<file path="src/rtl/button_debouncer_multi.sv">
// N-channel button debouncer: synchroniser, tick-based debounce, edge pulses,
// long-press detection and auto-repeat, one independent lane per channel.
module button_debouncer_multi #(
    parameter int NUM_CH       = 4,
    parameter int STABLE_COUNT = 5,
    parameter int LONG_COUNT   = 1000,
    parameter int REPEAT_COUNT = 200,
    parameter int REPEAT_EN    = 1,
    parameter int ACTIVE_LOW   = 0,
    parameter int SYNC_STAGES  = 2
) (
    input  logic              clk,
    input  logic              rst_n,
    input  logic              tick_1khz,
    input  logic [NUM_CH-1:0] btn_in,
    output logic [NUM_CH-1:0] btn_state,
    output logic [NUM_CH-1:0] btn_rise,
    output logic [NUM_CH-1:0] btn_fall,
    output logic [NUM_CH-1:0] btn_long,
    output logic [NUM_CH-1:0] btn_repeat,
    output logic [NUM_CH-1:0] btn_held,
    output logic              any_rise
);

    localparam int STAB_W = $clog2(STABLE_COUNT + 1);
    localparam int HOLD_W = $clog2(LONG_COUNT + 1);
    localparam int REP_W  = $clog2(REPEAT_COUNT + 1);

    localparam logic [STAB_W-1:0] STAB_MAX  = STAB_W'(STABLE_COUNT);
    localparam logic [HOLD_W-1:0] HOLD_MAX  = HOLD_W'(LONG_COUNT);
    localparam logic [HOLD_W-1:0] HOLD_LAST = HOLD_W'(LONG_COUNT - 1);
    localparam logic [REP_W-1:0]  REP_LAST  = REP_W'(REPEAT_COUNT - 1);
    localparam logic [NUM_CH-1:0] INV_MASK  = (ACTIVE_LOW != 0) ? {NUM_CH{1'b1}} : {NUM_CH{1'b0}};

    logic [NUM_CH-1:0] sync_r [SYNC_STAGES];
    logic [NUM_CH-1:0] sync_s;
    logic [NUM_CH-1:0] rise_s;
    logic              any_rise_r;

    // Synchroniser chain; holds the logical (post-inversion) value so reset means released.
    always_ff @(posedge clk or negedge rst_n) begin
        if (!rst_n) begin
            for (int i = 0; i < SYNC_STAGES; i++) begin
                sync_r[i] <= '0;
            end
        end else begin
            sync_r[0] <= btn_in ^ INV_MASK;
            for (int i = 1; i < SYNC_STAGES; i++) begin
                sync_r[i] <= sync_r[i-1];
            end
        end
    end

    assign sync_s = sync_r[SYNC_STAGES-1];

    for (genvar g = 0; g < NUM_CH; g++) begin : g_ch
        logic [STAB_W-1:0] stab_cnt_r, stab_cnt_nxt_s;
        logic [HOLD_W-1:0] hold_cnt_r, hold_cnt_nxt_s;
        logic [REP_W-1:0]  rep_cnt_r, rep_cnt_nxt_s;
        logic state_r, state_nxt_s;
        logic held_r, held_nxt_s;
        logic rise_r, rise_nxt_s;
        logic fall_r, fall_nxt_s;
        logic long_r, long_nxt_s;
        logic repeat_r, repeat_nxt_s;

        // Debounce, hold and repeat next-state; an accepted fall overrides long/repeat.
        always_comb begin
            stab_cnt_nxt_s = stab_cnt_r;
            hold_cnt_nxt_s = hold_cnt_r;
            rep_cnt_nxt_s  = rep_cnt_r;
            state_nxt_s    = state_r;
            held_nxt_s     = held_r;
            rise_nxt_s     = 1'b0;
            fall_nxt_s     = 1'b0;
            long_nxt_s     = 1'b0;
            repeat_nxt_s   = 1'b0;
            if (tick_1khz) begin
                if (sync_s[g] == state_r) begin
                    stab_cnt_nxt_s = '0;
                end else if (stab_cnt_r < STAB_MAX) begin
                    stab_cnt_nxt_s = stab_cnt_r + STAB_W'(1);
                end else begin
                    stab_cnt_nxt_s = '0;
                    state_nxt_s    = sync_s[g];
                    rise_nxt_s     = sync_s[g];
                    fall_nxt_s     = ~sync_s[g];
                end

                if (fall_nxt_s) begin
                    hold_cnt_nxt_s = '0;
                    rep_cnt_nxt_s  = '0;
                    held_nxt_s     = 1'b0;
                end else if (state_r) begin
                    if (hold_cnt_r != HOLD_MAX) begin
                        hold_cnt_nxt_s = hold_cnt_r + HOLD_W'(1);
                        if (hold_cnt_r == HOLD_LAST) begin
                            long_nxt_s    = 1'b1;
                            held_nxt_s    = 1'b1;
                            rep_cnt_nxt_s = '0;
                        end else begin
                            long_nxt_s = 1'b0;
                        end
                    end else if (REPEAT_EN != 0) begin
                        if (rep_cnt_r == REP_LAST) begin
                            repeat_nxt_s  = 1'b1;
                            rep_cnt_nxt_s = '0;
                        end else begin
                            rep_cnt_nxt_s = rep_cnt_r + REP_W'(1);
                        end
                    end else begin
                        rep_cnt_nxt_s = '0;
                    end
                end else begin
                    hold_cnt_nxt_s = hold_cnt_r;
                end
            end else begin
                stab_cnt_nxt_s = stab_cnt_r;
            end
        end

        // Per-channel state and registered pulse outputs.
        always_ff @(posedge clk or negedge rst_n) begin
            if (!rst_n) begin
                stab_cnt_r <= '0;
                hold_cnt_r <= '0;
                rep_cnt_r  <= '0;
                state_r    <= 1'b0;
                held_r     <= 1'b0;
                rise_r     <= 1'b0;
                fall_r     <= 1'b0;
                long_r     <= 1'b0;
                repeat_r   <= 1'b0;
            end else begin
                stab_cnt_r <= stab_cnt_nxt_s;
                hold_cnt_r <= hold_cnt_nxt_s;
                rep_cnt_r  <= rep_cnt_nxt_s;
                state_r    <= state_nxt_s;
                held_r     <= held_nxt_s;
                rise_r     <= rise_nxt_s;
                fall_r     <= fall_nxt_s;
                long_r     <= long_nxt_s;
                repeat_r   <= repeat_nxt_s;
            end
        end

        assign rise_s[g]     = rise_nxt_s;
        assign btn_state[g]  = state_r;
        assign btn_held[g]   = held_r;
        assign btn_rise[g]   = rise_r;
        assign btn_fall[g]   = fall_r;
        assign btn_long[g]   = long_r;
        assign btn_repeat[g] = repeat_r;
    end

    // Aggregate press flag, registered alongside the per-channel rise pulses.
    always_ff @(posedge clk or negedge rst_n) begin
        if (!rst_n) begin
            any_rise_r <= 1'b0;
        end else begin
            any_rise_r <= |rise_s;
        end
    end

    assign any_rise = any_rise_r;

endmodule

</file>
<file path="config.mk">
export PLATFORM = sky130hd
export DESIGN_NAME = button_debouncer_multi
export DESIGN_NICKNAME = d
export VERILOG_FILES = /design/src/rtl/button_debouncer_multi.sv
export SDC_FILE = /design/constraint.sdc
export NUM_CORES = 1
export LEC_CHECK = 0
export CORE_ASPECT_RATIO = 0.7
export CORE_UTILIZATION = 40
export CTS_CLUSTER_SIZE = 14
export DETAILED_ROUTE_END_ITERATION = 6
export PLACE_DENSITY = 0.53
export SYNTH_ARGS = -nofsm -noshare
export SYNTH_HDL_FRONTEND = slang
export SYNTH_SLANG_ARGS = --single-unit
</file>
<file path="constraint.sdc">
create_clock -name clk -period 4 [get_ports clk]
set_input_delay 0.4 -clock clk [delete_from_list [all_inputs] [get_ports clk]]
set_output_delay 0.4 -clock clk [all_outputs]
set_load 0.01 [all_outputs]
</file>
# After elaboration in Yosys (flattened, before gate mapping)

Index checks and enable logic that the tools add are counted.

Output and inout port bits: 25
Register bits after elaboration: 117
Bits of input ports: 7
Word-level logic and storage cells: 240

Equality and inequality tests: 20
Mux-type cells: 124
$lt $le $gt $ge: 4
$add $sub $neg: 12
Reduce and logical (&&, ||, !) cells: 29
Bitwise operators: 12

Operators by type and width:

| cell                  | count |
|---|---|
| $mux 8                | 20 |
| $mux 10               | 12 |
| $mux 1                | 84 |
| $add 10x1->10 const B | 4 |
| $eq 10x10->1 const B  | 4 |
| $ne 10x10->1 const B  | 4 |
| $reduce_and 3->1      | 12 |
| $add 8x1->8 const B   | 4 |
| $eq 8x8->1 const B    | 4 |
| $mux 3                | 8 |
| $reduce_bool 2->1     | 12 |
| $reduce_and 4->1      | 4 |
| $add 3x1->3 const B   | 4 |
| $lt 3x3->1 const B    | 4 |
| $ne 3x2->1 const B    | 4 |
| $not 1->1             | 12 |
| $eq 1x1->1            | 4 |
| $reduce_or 4->1       | 1 |

# Longest topological paths before layout

Depth in word-level cells: 6
Depth in mapped cells: 8
Depth with buffers taken out: 7

# Worst setup path before layout

Ideal clock, no wire load.

Kind: register to register
From: register g_ch[0].hold_cnt_r[0]
To: register g_ch[0].rep_cnt_r[7]
Period minus slack after synthesis: 1.741 ns
Setup time: 0.080 ns
Setup slack: 2.259 ns
Path buffers: 0
Stages on the path, launching flop included: 8
Data arrival time: 1.660 ns
Data required time: 3.920 ns
Path through: dfrtp_1 inv_1 ha_1 and3b_1 o2111ai_4 nand2b_4 or4_4 o211ai_2

Cells in the longest elaborated chain, start to end: 4
Elaborated cells on any way between the ends: 7
Those cells by class: 3 x eq/ne; 3 x mux; 1 x reduce/logical

Ends and longest elaborated chain:

| item                   | RTL line | source |
|---|---|---|
| from (decl)            | 58       | `logic [HOLD_W-1:0] hold_cnt_r, hold_cnt_nxt_s;` |
| from (signal assigned) | 136      | `hold_cnt_r <= hold_cnt_nxt_s;` |
| $ne 10x10->1           | 95       | `if (hold_cnt_r != HOLD_MAX) begin` |
| $mux 8                 | 95       |  |
| $mux 8                 | 94       | `end else if (state_r) begin` |
| $mux 8                 | 90       | `if (fall_nxt_s) begin` |
| to (signal assigned)   | 137      | `rep_cnt_r <= rep_cnt_nxt_s;` |
| to (decl)              | 59       | `logic [REP_W-1:0] rep_cnt_r, rep_cnt_nxt_s;` |

Several ways; a longest one is shown, not always the timed one. The select of a mux whose other input is x is not followed.
A chain may end at the register's enable or synchronous reset.

# Worst setup path after layout

From: input port tick_1khz
To: register g_ch[2].rep_cnt_r[0]

Cells in the longest elaborated chain, start to end: 1

Ends and longest elaborated chain:

| item                       | RTL line | source |
|---|---|---|
| from (decl)                | 14       | `input logic tick_1khz,` |
| $reduce_and 3->1 (no line) | -        |  |
| to (signal assigned)       | 137      |  |
| to (decl)                  | 59       |  |

Every way passes these cells.

==> summary.md <==
| Metric | Value |
|---|---|
| Synth unique cells | between 50 and 60 |
| Yosys reg bits | 117 |
| Final Slew Violations | 0 |
| Combinational share of power | 13.3% |
| CP delay by family, top | buffers and inverters |
| GRT overflow | 0 |
| Pleak | 0.00311 uW |
| Internal power | 2610 uW |
| Tightest Hold Check Type | in2async |
| Area of the core | 14200 sq um |
| Fin Clk Skew | 0.0106 ns |
| Vias in the first global route | 4100 |
| Largest registers | g_ch.hold_cnt_r x40, g_ch.rep_cnt_r x32, g_ch.stab_cnt_r x12 |
| Top area cells in the synthesized netlist | dfrtp_1 (49%), nand2_1 (4.1%), nor2_1 (3.8%) |
| Slew Limit Headroom | roughly a third |
| Global Route Usage Sum | between 15 and 20% |
| Syn avg cell area | 9.95 sq um |
| Hold buffers post-CTS | 0 |
| Critical Path RT | roughly 4.3 ns |
| Max Cap Violations | 0 |
| Die area | 15400 sq um |
| CP bufs+invs | 2 |
| Sw power | around 1000 uW |
| Port bufs | 31 |
| Final hold violations | 0 |
| Crit path cell chain | clkdlybuf4s50_1, nand2_1, nor3_1, buf_4, a21oi_1, or2_0, o21ai_0 |
| Worst path depth | 7 |
| Setup Crit Path Kind | in2reg |
| Length of the first detailed-routing pass in iterations | 5 |
| Num ports | 32 |
| Critical path fanouts, max | 11 |
| Clk slew on worst S/H paths | 0.06 ns |
| CP endpoint kind | register |
| Reg2reg start | g_ch[2].stab_cnt_r[0] |
| Final total power | roughly 3600 uW |
| Global-route wire length before repair | 20.0 mm |
| Number of antenna diodes | 0 |
| Finished Core Util | 48.8% |
| Post-DRT Antenna Nets | 0 |
| Post-layout min period | 2.53 ns |
| Total wire length | 11.4 mm |
| Post-Syn Area | approximately 6000 sq um |
| H-Tree Depth | 4 |
| DR iter-0 viols | 256 |
| Placed cell areas | about 6300 sq um |
| Top reg by flops | g_ch.hold_cnt_r |
| Met2 GRT Util | 23.0% |
| Peak VDD IR | 0.267 mV |
| Non-Filler Instances | 819 |
| GR Util met3 | about 4% |
| # resized after CTS | 0 |
| Pwr dens | 518 nW/um^2 |
| Setup violators final | 0 |
| DR vias | between 4000 and 5000 |
| DRC errors left | 0 |
| CTS Buffer Depth | 2 |
| Wirelength per Cell | 14.0 microns |
| Sequential Power Share | 41.4% |
| Setup TNS Final | 0 ns |
| Cell taking the most area after synthesis | dfrtp_1 |
| CTS buffer count | 17 |
| Status | finished clean |
| Synth warnings | 0 |
| R2R depth | 6 |
| Synth Instances | approximately 600 |
| Placed cell count | slightly below 800 |
| Most crowded layer after global routing | met1 |
| Clock share of power | between 40 and 50% |
| Sequential element share of the synthesized area | 49.0% |
| Die Ht | approximately 100 microns |
| Via density per instance | 5.25 |
| Syn Nets | 624 |
| Worst-Skew Late Latency | 0.41 ns |
| Worst path slowest cell | clkdlybuf4s50_1 |
| R2R setup slack | between 1.5 and 2 ns |
| CTS tree | built |
| Layout Nets | approximately 640 |
| M1 GR Usage | 23.6% |
| Clock Tree Root | clkbuf_16 |
| Sw frac | between 20% and 30% |
| Routability-driven placement congestion ratio | 0.797 |
| RSZ-0062 raised after global routing | false |
| Worst-margin pin slew | 0.986 ns |
| Fmax | 396 MHz |
| Async S/R FF share, synth | 100% |
| Initial Utilization | 42.0% |
| Crit path DAT | 2.79 ns |
| Number of flops mapped to enable cells by yosys | 0 |
| Critical path startpoint category | primary input |
| Largest register FFs | 40 |
| Largest net degree at the start of global routing | 60 |
| Placement Rows | 36 |
| Ys flop type | dfrtp_1 |
| Layout cell share with drive strength beyond 1 | 11.4% |
| Final HPWL DP | 7.94 mm |
| Synth top area share | 49.0% |
| Synth-to-layout area growth | 16.2% |
| Part of the cycle the worst path needs | between 60% and 70% |
| Clk sinks | 117 |
| CP max stage delay | 0.65 ns |
| Post-CTS Setup Bufs | 0 |
| Die width | 148 microns |
| End of the worst register-to-register path | g_ch[2].rep_cnt_r[0] |
| Initial antenna violation count | 0 |
| Final Instance Area | 6950 sq um |
==> synth_stat cells (4+ instances only) <==
library cell	count
dfrtp_1	117
or3_1	4
buf_2	5
inv_1	18
a22o_1	18
and3_1	8
nor2b_1	8
nor4_1	7
nor3_1	28
a21oi_1	6
nand2_1	65
xnor2_1	11
nand4_1	14
mux2_2	10
o31ai_1	10
o22ai_1	4
o21ai_0	33
nand2b_1	5
or2_2	7
ha_1	16
mux2i_1	4
a2bb2oi_1	9
buf_4	28
nor3b_1	5
xor2_1	21
nor2_1	60
clkbuf_1	9
nand3_1	26
==> power groups by stage <==
stage          Sequential (uW)  Combinational, uW  Clock [uW]
3_5_place_dp              1510                480           0
4_1_cts                   1490                484        1670
6_report                  1490                478        1630
3_3_place_gp              1500                466           0
2_1_floorplan             1430                416           0
5_1_grt                   1510                545        1720
==> worst max-delay path by stage <==
| stage | end | slack, ns | from |
|---|---|---|---|
| global route | g_ch[2].rep_cnt_r[0] | 1.19 | tick_1khz |
| global placement | g_ch[2].rep_cnt_r[0] | 1.17 | tick_1khz |
| floorplan | g_ch[0].rep_cnt_r[7] | 2.26 | g_ch[0].hold_cnt_r[0] |
| CTS | g_ch[2].rep_cnt_r[0] | 1.45 | tick_1khz |
| finish | g_ch[2].rep_cnt_r[0] | 1.47 | tick_1khz |
| detailed placement | g_ch[2].rep_cnt_r[0] | 1.03 | tick_1khz |
==> layout by cell type (no fill, tap or decap), drive strengths merged, types with 3 or more instances in the layout <==
cell type	count
nand3b	5
xnor2	11
nand3	26
mux2	10
a2bb2oi	9
nor3b	5
dfrtp	117
o31ai	10
nand4	14
inv	21
o22ai	4
nor4	7
and2	3
nor2	61
bufinv	4
clkbuf	19
o41ai	3
a22o	18
or2	9
clkdlybuf4s50	30
a21oi	7
xor2	21
and3	9
clkinv	4
o21ai	35
ha	16
nor2b	8
or3	4
nand2b	7
nor3	29
buf	9
nand2	66
o211ai	4
mux2i	4
==> kinds of logic after synthesis <==
kind of cell / Yosys count / share of synthesized area [%]
buffers and inverters: 61 / 5.71
DFF: 117 / 49.0
xor gates and xnor gates: 32 / 4.69
adders and majority gates: 16 / 3.35
and+or+nand+nor: 265 / 23.1
muxes: 14 / 2.55
AOI/OAI and AO/OA: 96 / 11.6
==> stage by stage <==
step	hold WS, ns	setup slack (ns)
global route	0.131	1.19
CTS	0.100	1.45
floorplan	0.104	2.26
detailed placement	0.337	1.03
global placement	0.337	1.17
finish	0.0676	1.47
==> metal layers <==
| metal | routed length [microns] | up-vias |
|---|---|---|
| met5 | 0 | - |
| met4 | 88 | 0 |
| met3 | 449 | 9 |
| met2 | 4950 | 76 |
| met1 | 5960 | 2079 |
| li1 | - | 2138 |
==> area by class of cell <==
| class | count | area [sq um] |
|---|---|---|
| fillers | 1311 | 7280 |
| multi-input cells | 423 | 2710 |
| clock buffers | 19 | 443 |
| clock inverters | 13 | 196 |
| well taps | 190 | 238 |
| repair buffers | 39 | 368 |
| flip-flops and latches | 117 | 2930 |
| inverters | 18 | 67.6 |
==> worst register-to-register path, cell delays in order (launching register included) <==
cell,delay (ns)
dfrtp_1,0.42
o21ai_1,0.32
nor3_1,0.11
buf_4,0.19
a21oi_1,0.63
or2_0,0.39
o21ai_0,0.15
Note: power is estimated with default switching activity, not from simulation.
